`config.mk`:
```
export PLATFORM = sky130hd
export DESIGN_NAME = multi_reg_seq
export DESIGN_NICKNAME = d
export VERILOG_FILES = /design/src/rtl/multi_reg_seq.sv
export SDC_FILE = /design/constraint.sdc
export NUM_CORES = 1
export LEC_CHECK = 0
export BUFFER_PORTS_ARGS = -buffer_cell sky130_fd_sc_hd__buf_4
export CORE_MARGIN = 3
export CORE_UTILIZATION = 55
export DETAILED_ROUTE_END_ITERATION = 10
export PLACE_DENSITY = 0.82
export SYNTH_ARGS = -nofsm -noshare
export SYNTH_HDL_FRONTEND = slang
export SYNTH_SLANG_ARGS = --single-unit
```
`constraint.sdc`:
```
create_clock -name clk -period 7.7 [get_ports clk]
set_input_delay 1.155 -clock clk [delete_from_list [all_inputs] [get_ports clk]]
set_output_delay 1.155 -clock clk [all_outputs]
set_load 0.02 [all_outputs]
```
`src/rtl/multi_reg_seq.sv`:
```
// ============================================================================
// Module   : multi_reg_seq
// Brief    : Multi-register load/store sequencer (PUSH/POP/STM/LDM) with
//            base/stack-pointer writeback and unbounded memory wait states.
// Revision : 1.0
// ============================================================================
`default_nettype none

module multi_reg_seq (
    input  logic        clk,
    input  logic        rst,
    input  logic        start,
    input  logic [1:0]  op,
    input  logic [8:0]  reg_list,
    input  logic [31:0] base,
    input  logic [3:0]  base_reg,
    output logic        busy,
    output logic        done,
    output logic        mem_req,
    output logic        mem_we,
    output logic [31:0] mem_addr,
    output logic [31:0] mem_wdata,
    input  logic        mem_ack,
    input  logic [31:0] mem_rdata,
    output logic [3:0]  rf_raddr,
    input  logic [31:0] rf_rdata,
    output logic        rf_we,
    output logic [3:0]  rf_waddr,
    output logic [31:0] rf_wdata,
    output logic        sp_we,
    output logic [31:0] sp_wdata,
    output logic        pc_we,
    output logic [31:0] pc_wdata
);

    localparam logic [1:0] OP_PUSH = 2'b00;
    localparam logic [1:0] OP_POP  = 2'b01;
    localparam logic [1:0] OP_STM  = 2'b10;
    localparam logic [1:0] OP_LDM  = 2'b11;

    typedef enum logic [1:0] {
        S_IDLE = 2'd0,
        S_XFER = 2'd1,
        S_WB   = 2'd2,
        S_DONE = 2'd3
    } state_t;

    function automatic logic [3:0] f_popcount(input logic [8:0] v);
        logic [3:0] c;
        c = 4'd0;
        for (int i = 0; i < 9; i++) c = c + {3'd0, v[i]};
        return c;
    endfunction

    function automatic logic [3:0] f_lowest(input logic [8:0] v);
        logic [3:0] r;
        r = 4'd0;
        for (int i = 8; i >= 0; i--) if (v[i]) r = 4'(i);
        return r;
    endfunction

    // Slot 8 of the list is LR for PUSH and PC for POP.
    function automatic logic [3:0] f_reg(input logic [3:0] slot, input logic [1:0] o);
        return (slot == 4'd8) ? ((o == OP_POP) ? 4'd15 : 4'd14) : slot;
    endfunction

    state_t      r_state;
    logic [1:0]  r_op;
    logic [31:0] r_base;
    logic [3:0]  r_base_reg;
    logic [3:0]  r_n;
    logic [8:0]  r_rem;
    logic [3:0]  r_slot;
    logic        r_in_list;
    logic        r_busy, r_done, r_mem_req, r_mem_we;
    logic [31:0] r_mem_addr;
    logic [3:0]  r_rf_raddr, r_rf_waddr;
    logic        r_rf_we, r_sp_we, r_pc_we;
    logic [31:0] r_rf_wdata, r_sp_wdata, r_pc_wdata;

    logic [8:0]  w_eff;
    logic [3:0]  w_n;
    logic [31:0] w_start_addr;
    logic [8:0]  w_rem_next;
    logic [3:0]  w_slot_first, w_slot_next;
    logic [31:0] w_span;
    logic        w_ack;

    assign w_eff        = {reg_list[8] & ~op[1], reg_list[7:0]};
    assign w_n          = f_popcount(w_eff);
    assign w_start_addr = (op == OP_PUSH) ? (base - {26'd0, w_n, 2'b00}) : base;
    assign w_slot_first = f_lowest(w_eff);
    assign w_rem_next   = r_rem & (r_rem - 9'd1);
    assign w_slot_next  = f_lowest(w_rem_next);
    assign w_span       = {26'd0, r_n, 2'b00};
    assign w_ack        = r_mem_req & mem_ack;

    always_ff @(posedge clk or negedge rst) begin
        if (!rst) begin
            r_state    <= S_IDLE;
            r_op       <= 2'd0;
            r_base     <= 32'd0;
            r_base_reg <= 4'd0;
            r_n        <= 4'd0;
            r_rem      <= 9'd0;
            r_slot     <= 4'd0;
            r_in_list  <= 1'b0;
            r_busy     <= 1'b0;
            r_done     <= 1'b0;
            r_mem_req  <= 1'b0;
            r_mem_we   <= 1'b0;
            r_mem_addr <= 32'd0;
            r_rf_raddr <= 4'd0;
            r_rf_we    <= 1'b0;
            r_rf_waddr <= 4'd0;
            r_rf_wdata <= 32'd0;
            r_sp_we    <= 1'b0;
            r_sp_wdata <= 32'd0;
            r_pc_we    <= 1'b0;
            r_pc_wdata <= 32'd0;
        end else begin
            r_rf_we <= 1'b0;
            r_sp_we <= 1'b0;
            r_pc_we <= 1'b0;
            r_done  <= 1'b0;
            case (r_state)
                S_IDLE: begin
                    if (start) begin
                        r_op       <= op;
                        r_base     <= base;
                        r_base_reg <= base_reg;
                        r_n        <= w_n;
                        r_rem      <= w_eff;
                        r_in_list  <= ~base_reg[3] & reg_list[base_reg[2:0]];
                        r_busy     <= 1'b1;
                        if (w_n != 4'd0) begin
                            r_state    <= S_XFER;
                            r_mem_req  <= 1'b1;
                            r_mem_we   <= ~op[0];
                            r_mem_addr <= w_start_addr;
                            r_slot     <= w_slot_first;
                            r_rf_raddr <= f_reg(w_slot_first, op);
                        end else begin
                            r_state <= S_DONE;
                        end
                    end
                end
                S_XFER: begin
                    if (w_ack) begin
                        if (!r_mem_we) begin
                            if (r_slot == 4'd8) begin
                                r_pc_we    <= 1'b1;
                                r_pc_wdata <= mem_rdata & 32'hFFFF_FFFE;
                            end else begin
                                r_rf_we    <= 1'b1;
                                r_rf_waddr <= r_slot;
                                r_rf_wdata <= mem_rdata;
                            end
                        end
                        r_rem <= w_rem_next;
                        if (w_rem_next == 9'd0) begin
                            r_state    <= S_WB;
                            r_mem_req  <= 1'b0;
                            r_mem_we   <= 1'b0;
                            r_mem_addr <= 32'd0;
                            r_rf_raddr <= 4'd0;
                        end else begin
                            r_mem_addr <= r_mem_addr + 32'd4;
                            r_slot     <= w_slot_next;
                            r_rf_raddr <= f_reg(w_slot_next, r_op);
                        end
                    end
                end
                S_WB: begin
                    // The last load's register write occupies this cycle, so
                    // the base writeback is issued one cycle later.
                    case (r_op)
                        OP_PUSH: begin
                            r_sp_we    <= 1'b1;
                            r_sp_wdata <= r_base - w_span;
                        end
                        OP_POP: begin
                            r_sp_we    <= 1'b1;
                            r_sp_wdata <= r_base + w_span;
                        end
                        OP_STM: begin
                            r_rf_we    <= 1'b1;
                            r_rf_waddr <= r_base_reg;
                            r_rf_wdata <= r_base + w_span;
                        end
                        default: begin
                            if (!r_in_list) begin
                                r_rf_we    <= 1'b1;
                                r_rf_waddr <= r_base_reg;
                                r_rf_wdata <= r_base + w_span;
                            end
                        end
                    endcase
                    r_state <= S_DONE;
                end
                default: begin
                    r_done  <= 1'b1;
                    r_busy  <= 1'b0;
                    r_state <= S_IDLE;
                end
            endcase
        end
    end

    assign busy      = r_busy;
    assign done      = r_done;
    assign mem_req   = r_mem_req;
    assign mem_we    = r_mem_we;
    assign mem_addr  = r_mem_addr;
    assign mem_wdata = (r_mem_req & r_mem_we) ? rf_rdata : 32'd0;
    assign rf_raddr  = r_rf_raddr;
    assign rf_we     = r_rf_we;
    assign rf_waddr  = r_rf_waddr;
    assign rf_wdata  = r_rf_wdata;
    assign sp_we     = r_sp_we;
    assign sp_wdata  = r_sp_wdata;
    assign pc_we     = r_pc_we;
    assign pc_wdata  = r_pc_wdata;

endmodule

`default_nettype wire

```
After elaboration in Yosys (flattened, before gate mapping)
Index checks and enable logic that the tools add are counted.
Storage, ports and cells
  bits of input ports: 115
  output and inout bits: 175
  bits in registers: 200
  word-level logic and storage cells: 168
Cells by class
  equality and inequality tests: 17
  magnitude comparators: 1
  reductions and logical operators: 21
  multiplexer cells: 85
  bitwise operators: 10
  add/subtract/negate cells: 13
Operator list (number)
  32-bit 2-to-1 mux: 10
  32-bit one-hot mux with 2 select lines: 4
  4-bit 2-to-1 mux: 32
  32-bit by 6-bit subtractor with 32-bit output: 2
  32-bit by 3-bit adder with 32-bit output (second input constant): 1
  32-bit by 6-bit adder with 32-bit output: 1
  4-bit one-hot mux with 2 select lines: 4
  1-bit 2-to-1 mux: 21
  4-bit by 1-bit adder with 4-bit output: 5
  9-bit 2-to-1 mux: 2
  9-bit one-hot mux with 2 select lines: 1
  2-bit != test (second input constant): 8
  4-bit equality test (second input constant): 3
  1-bit one-hot mux with 2 select lines: 5
  5-bit AND reduction: 2
  9-bit bitwise AND: 1
  9-bit zero test: 1
  9-bit by 1-bit subtractor with 9-bit output (second input constant): 1
  2-bit 2-to-1 mux: 4
  4-bit AND reduction: 2
  2-bit by 1-bit equality test with 1-bit output (second input constant): 3
  2-bit zero test: 3
  2-bit one-hot mux with 3 select lines: 1
  2-bit AND reduction: 3
  15 further kinds: 27

Longest topological paths before layout
  depth in word-level cells: 16
  gate-level depth with buffers: 17
  gate-level depth less buffers: 15

Worst setup path after synthesis
Ideal clock, no wire load.
  path kind: input-to-reg
  from: in reg_list[0]
  to: reg r_mem_addr[31], in the netlist mem_addr[31]
  buffers on the path: 2
  arrival: 5.417 ns
  setup time: 0.133 ns
  required time: 7.567 ns
  cell stages on the path: 15
  slack: 2.150 ns
  cells stage by stage: inv_1 fa_1 fa_1 fa_1 fa_1 fa_1 ha_1 nor2b_1 o31a_1 clkbuf_1 or3_1 clkbuf_1 nor4_1 mux2i_1 o211ai_1
On the way
  longest elaborated chain between the ends: 13
  elaborated cells between the ends (all ways): 16
  classes of those cells: add/sub (9); eq/ne (1); mux (4); reduce/logical (2)
Ends and longest elaborated chain
  start, declared: line 14  | input logic [8:0] reg_list,
  1-bit by 1-bit adder with 2-bit output *: line 51  | for (int i = 0; i < 9; i++) c = c + {3'd0, v[i]};
  2-bit by 1-bit adder with 3-bit output *: line 51
  3-bit by 1-bit adder with 4-bit output *: line 51
  4-bit by 1-bit adder with 4-bit output * (5 in a row): line 51
  32-bit by 6-bit subtractor with 32-bit output: line 91  | assign w_start_addr = (op == OP_PUSH) ? (base - {26'd0, w_n, 2'b00}) : base;
  32-bit 2-to-1 mux: line 91
  32-bit 2-to-1 mux: line 136  | if (w_n != 4'd0) begin
  32-bit 2-to-1 mux: line 128  | if (start) begin
  32-bit one-hot mux with 2 select lines: line 126  | case (r_state)
  end signal, assigned: line 140  | r_mem_addr <= w_start_addr;
  end signal, assigned: line 168  | r_mem_addr <= r_mem_addr + 32'd4;
  end, declared: line 76  | logic [31:0] r_mem_addr;
Every way passes the cells marked *; elsewhere a longest branch is shown, timed or not. The select of a mux whose other input is x is not followed.
A chain may end at the register's enable or synchronous reset.

Final worst setup path
  from: in reg_list[1]
  to: reg r_mem_addr[18], in the netlist mem_addr[18]
Same word-level chain as after synthesis.

==> run_results.csv <==
group,metric,value,unit
logic_synthesis,synth.top_cell.area_share,41.5,%
clocking,clockRootBuffer,"clkbuf_16",
worst_setup_path,cp_slowest_cell,"o211ai_1",
global_route,antenna_found_initial,0,
logic_synthesis,ys.flop_type,"dfrtp_1",
pwr,power_switching,523,uW
floorplanning,die-area,0.0237,mm^2
logic_synthesis,async_flop_share,100,%
floorplanning,dieWidth,154,um
clocking,cts_resized,0,
worst_setup_path,crit_type,"in -> reg",
clocking,cts_tree,"built",
logic_synthesis,seq_area_frac_synth,41.5,%
clocking,cts_sinks,200,
run_status,status,"completed",
sta,fin_crit,5.64,ns
global_route,grt_pass1_vias,10532,
global_route,grt_max_degree,126,
clocking,clk_pin_slew,0.07,ns
finish,area.growth.synth_to_final,23.2,%
worst_setup_path,startpoint_type,"input pin",
finish,largest_reg_flops,36,
sta,maxSlewViolCount,0,
finish,nets,1649,
sta,hold_viol_final,0,
detailed_routing,drt-total-wl,35800,um
worst_setup_path,crit_top_cell,"fa_1",
logic_synthesis,synth_nets,1429,
floorplanning,start_util,56.7,%
pwr,switching_share,23.9,%
global_route,grt_overflow,0,
sta,rsz0062_at_grt,"false",
logic_synthesis,synth_seq_cells,200,
place,pre_cts_ws,1.76,ns
worst_setup_path,crit_buf_inv,2,
place,routabilityCongestion,0.941,
floorplanning,die_h,154,um
logic_synthesis,synth_cells,1286,
pwr,p_int,1660,uW
clocking,cts_max_level,4,
sta,timing.slew.headroom,15.6,%
detailed_routing,drt-pass1-iter-count,8,
logic_synthesis,ys_warn_count,0,
worst_setup_path,arrival,5.96,ns
logic_synthesis,synth_cell_type_count,86,
clocking,worst_skew_pair.late_latency,0.43,ns
detailed_routing,viasPerCell,6.13,
worst_setup_path,critical_path.cell_chain,"buf_4 > inv_1 > fa_1 > fa_1 > fa_1 > fa_1 > fa_1 > xor2_1 > ha_1 > a21oi_1 > o211ai_1 > nor2_1 > xnor2_1 > nor3_1 > a221o_1",
finish,antennaDiodeCount,0,
pwr,p_leak,0.00706,uW
clocking,cts_buffers,17,
logic_synthesis,syn_area_per_cell,9.38,um^2
sta,finalSetupViolations,0,
sta,fmax,0.177,GHz
finish,layout-drive-gt1-share,27.9,%
place,postPlaceCellArea,0.0143,mm^2
floorplanning,ioPinCount,290,
clocking,clockBufferDepth,2,
worst_setup_path,critPathMaxFanout,11,
pwr,power_frac_comb,10.0,%
logic_synthesis,netlist_area,0.0121,mm^2
finish,fillers,1635,
worst_setup_path,crit_family,"adder cells",
job,cap_viol_max_count,0,
pwr,peakVddDrop,0.162,mV
detailed_routing,drt_iter0_drc,1129,
logic_synthesis,synth_top_area_cell,"dfrtp_1",
logic_synthesis,synth_area_leaders,"dfrtp_1 (41%), mux2_2 (6.5%), nand2_1 (3.8%), o21ai_0 (3.7%), xnor2_1 (2.6%)",
worst_setup_path,end_kind,"flip-flop",
clocking,cts.hold.buffers_added,0,
floorplanning,core,0.0213,mm^2
sta,clock_skew,0.0115,ns
pwr,p_per_area,147,mW/mm^2
detailed_routing,drc,0,
global_route,grt_first_pass_wirelength,57700,um
pwr,power_frac_seq,48.4,%
sta,period_share,73.3,%
worst_setup_path,cp_slowest_stage_delay,0.91,ns
detailed_routing,wl_per_cell,20.0,um
sta,setup_ws,2.06,ns
logic_synthesis,synth_edf_count,0,
worst_hold_path,min_path_type,"reg -> reg",
worst_setup_path,required,8.01,ns
sta,worst_pin_slew,1.27,ns
detailed_routing,ant_nets,0,
place,dp_hpwl,26700,um
finish,post-route-cell-area,0.0149,mm^2
global_route,track_usage,29.8,%
clocking,post-cts-setup-buffers,0,
pwr,power.share.clock,41.6,%
sta,setup_tns,0,ns
pwr,p_total,2180,uW
floorplanning,num_rows,53,
detailed_routing,num_vias,10988,
place,numPortBuffers,288,
[power groups by stage]
stage	sequential (uW)	combinational (uW)	clock [uW]
floorplan	1080	108	0
global route	1060	240	962
finish	1060	218	909
CTS	1060	216	923
detailed placement	1080	214	0
global placement	1080	208	0
[per-layer routing]
metal | wire [um] | GRT usage [%] | up-vias
met4 | 541 | 6.64 | 0
met2 | 16600 | 47.0 | 502
li1 | - | - | 5108
met5 | 0 | 0 | -
met3 | 2650 | 5.07 | 37
met1 | 16000 | 43.5 | 5341
[final timing paths]
path / cells past startpoint / slack (ns) / start / end
worst max-delay path: 15 / 2.06 / reg_list[1] / mem_addr[18]$_DFFE_PN0P_
worst min-delay path: 2 / 0.48 / sp_wdata[4]$_DFFE_PN0P_ / sp_wdata[4]$_DFFE_PN0P_
worst max register to register: 9 / 4.49 / r_state[0]$_DFFE_PN0P_ / rf_wdata[19]$_DFFE_PN0P_
worst min register to register: 2 / 0.48 / sp_wdata[4]$_DFFE_PN0P_ / sp_wdata[4]$_DFFE_PN0P_
max in group asynchronous: 2 / 5.31 / rst / sp_wdata[28]$_DFFE_PN0P_
min in group asynchronous: 1 / 0.87 / rst / rf_wdata[0]$_DFFE_PN0P_
[kinds of logic (layout without fill, tap and decap cells)]
group | count (synthesis) | after routing | synth area share [%]
AND/OR/NAND/NOR | 441 | 441 | 19.1
flip-flops | 200 | 200 | 41.5
other | 1 | 1 | 0.0311
adder cells (fa/ha/maj) | 31 | 31 | 3.65
XOR/XNOR | 69 | 69 | 5.01
multiplexers | 94 | 94 | 8.73
buffers and inverters | 145 | 376 | 4.94
AO/OA/AOI/OAI | 305 | 305 | 17.0
[cell usage after synthesis (all sizes together), types with 12 or more instances]
cell    number
mux2        70
nand4       12
buf         22
a22o        12
ha          20
nand3       37
inv         48
clkbuf      73
a21oi       56
nor3        32
nor2        71
dfrtp      200
and3        44
o21ai       97
nor3b       18
a21o        16
and4        12
nor4        22
mux2i       22
or4         12
xnor2       36
or3         18
nand2      123
xor2        33
[worst register-to-register path: cells and delay by family, from the launching register on]
kind,cells,cell delay [ns]
AOI/OAI and AO/OA,4,0.87
adders and majority gates,1,0.93
buffers and inverters,2,0.48
DFF,1,0.43
and+or+nand+nor,2,0.40
[layout by cell type (no fill, tap or decap), types with 12 or more instances in the layout]
| cell | n |
|---|---|
| mux2i_1 | 22 |
| nand2_1 | 122 |
| and3_1 | 44 |
| clkbuf_16 | 17 |
| nor2_1 | 71 |
| buf_4 | 296 |
| nor3b_1 | 18 |
| a21oi_1 | 55 |
| and4_1 | 12 |
| xnor2_1 | 36 |
| or3_1 | 17 |
| o21ai_0 | 89 |
| nor4_1 | 22 |
| xor2_1 | 33 |
| dfrtp_1 | 200 |
| mux2_2 | 70 |
| nand4_1 | 12 |
| ha_1 | 19 |
| a21o_1 | 16 |
| inv_1 | 48 |
| nand3_1 | 37 |
| nor3_1 | 31 |
[stage by stage]
step / hold slack [ns] / util [%] / instances
final: 0.484 / 69.8 / 1792
after global routing: 0.499 / 69.8 / 1792
after CTS: 0.487 / 69.8 / 1792
after detailed placement: 0.470 / 67.0 / 1762
after global placement: 0.463 / 67.0 / 1762
after floorplan: 0.449 / - / 1286
[layout make-up]
class | instances | area (um^2) | area share (%)
well taps | 275 | 344 | 2.32
multi-input cells | 941 | 6490 | 43.7
inverters | 49 | 184 | 1.24
flip-flops and latches | 200 | 5000 | 33.7
clock buffers | 22 | 484 | 3.26
repair buffers | 297 | 2240 | 15.0
clock inverters | 8 | 113 | 0.758
Note: power is estimated with default switching activity, not from simulation.
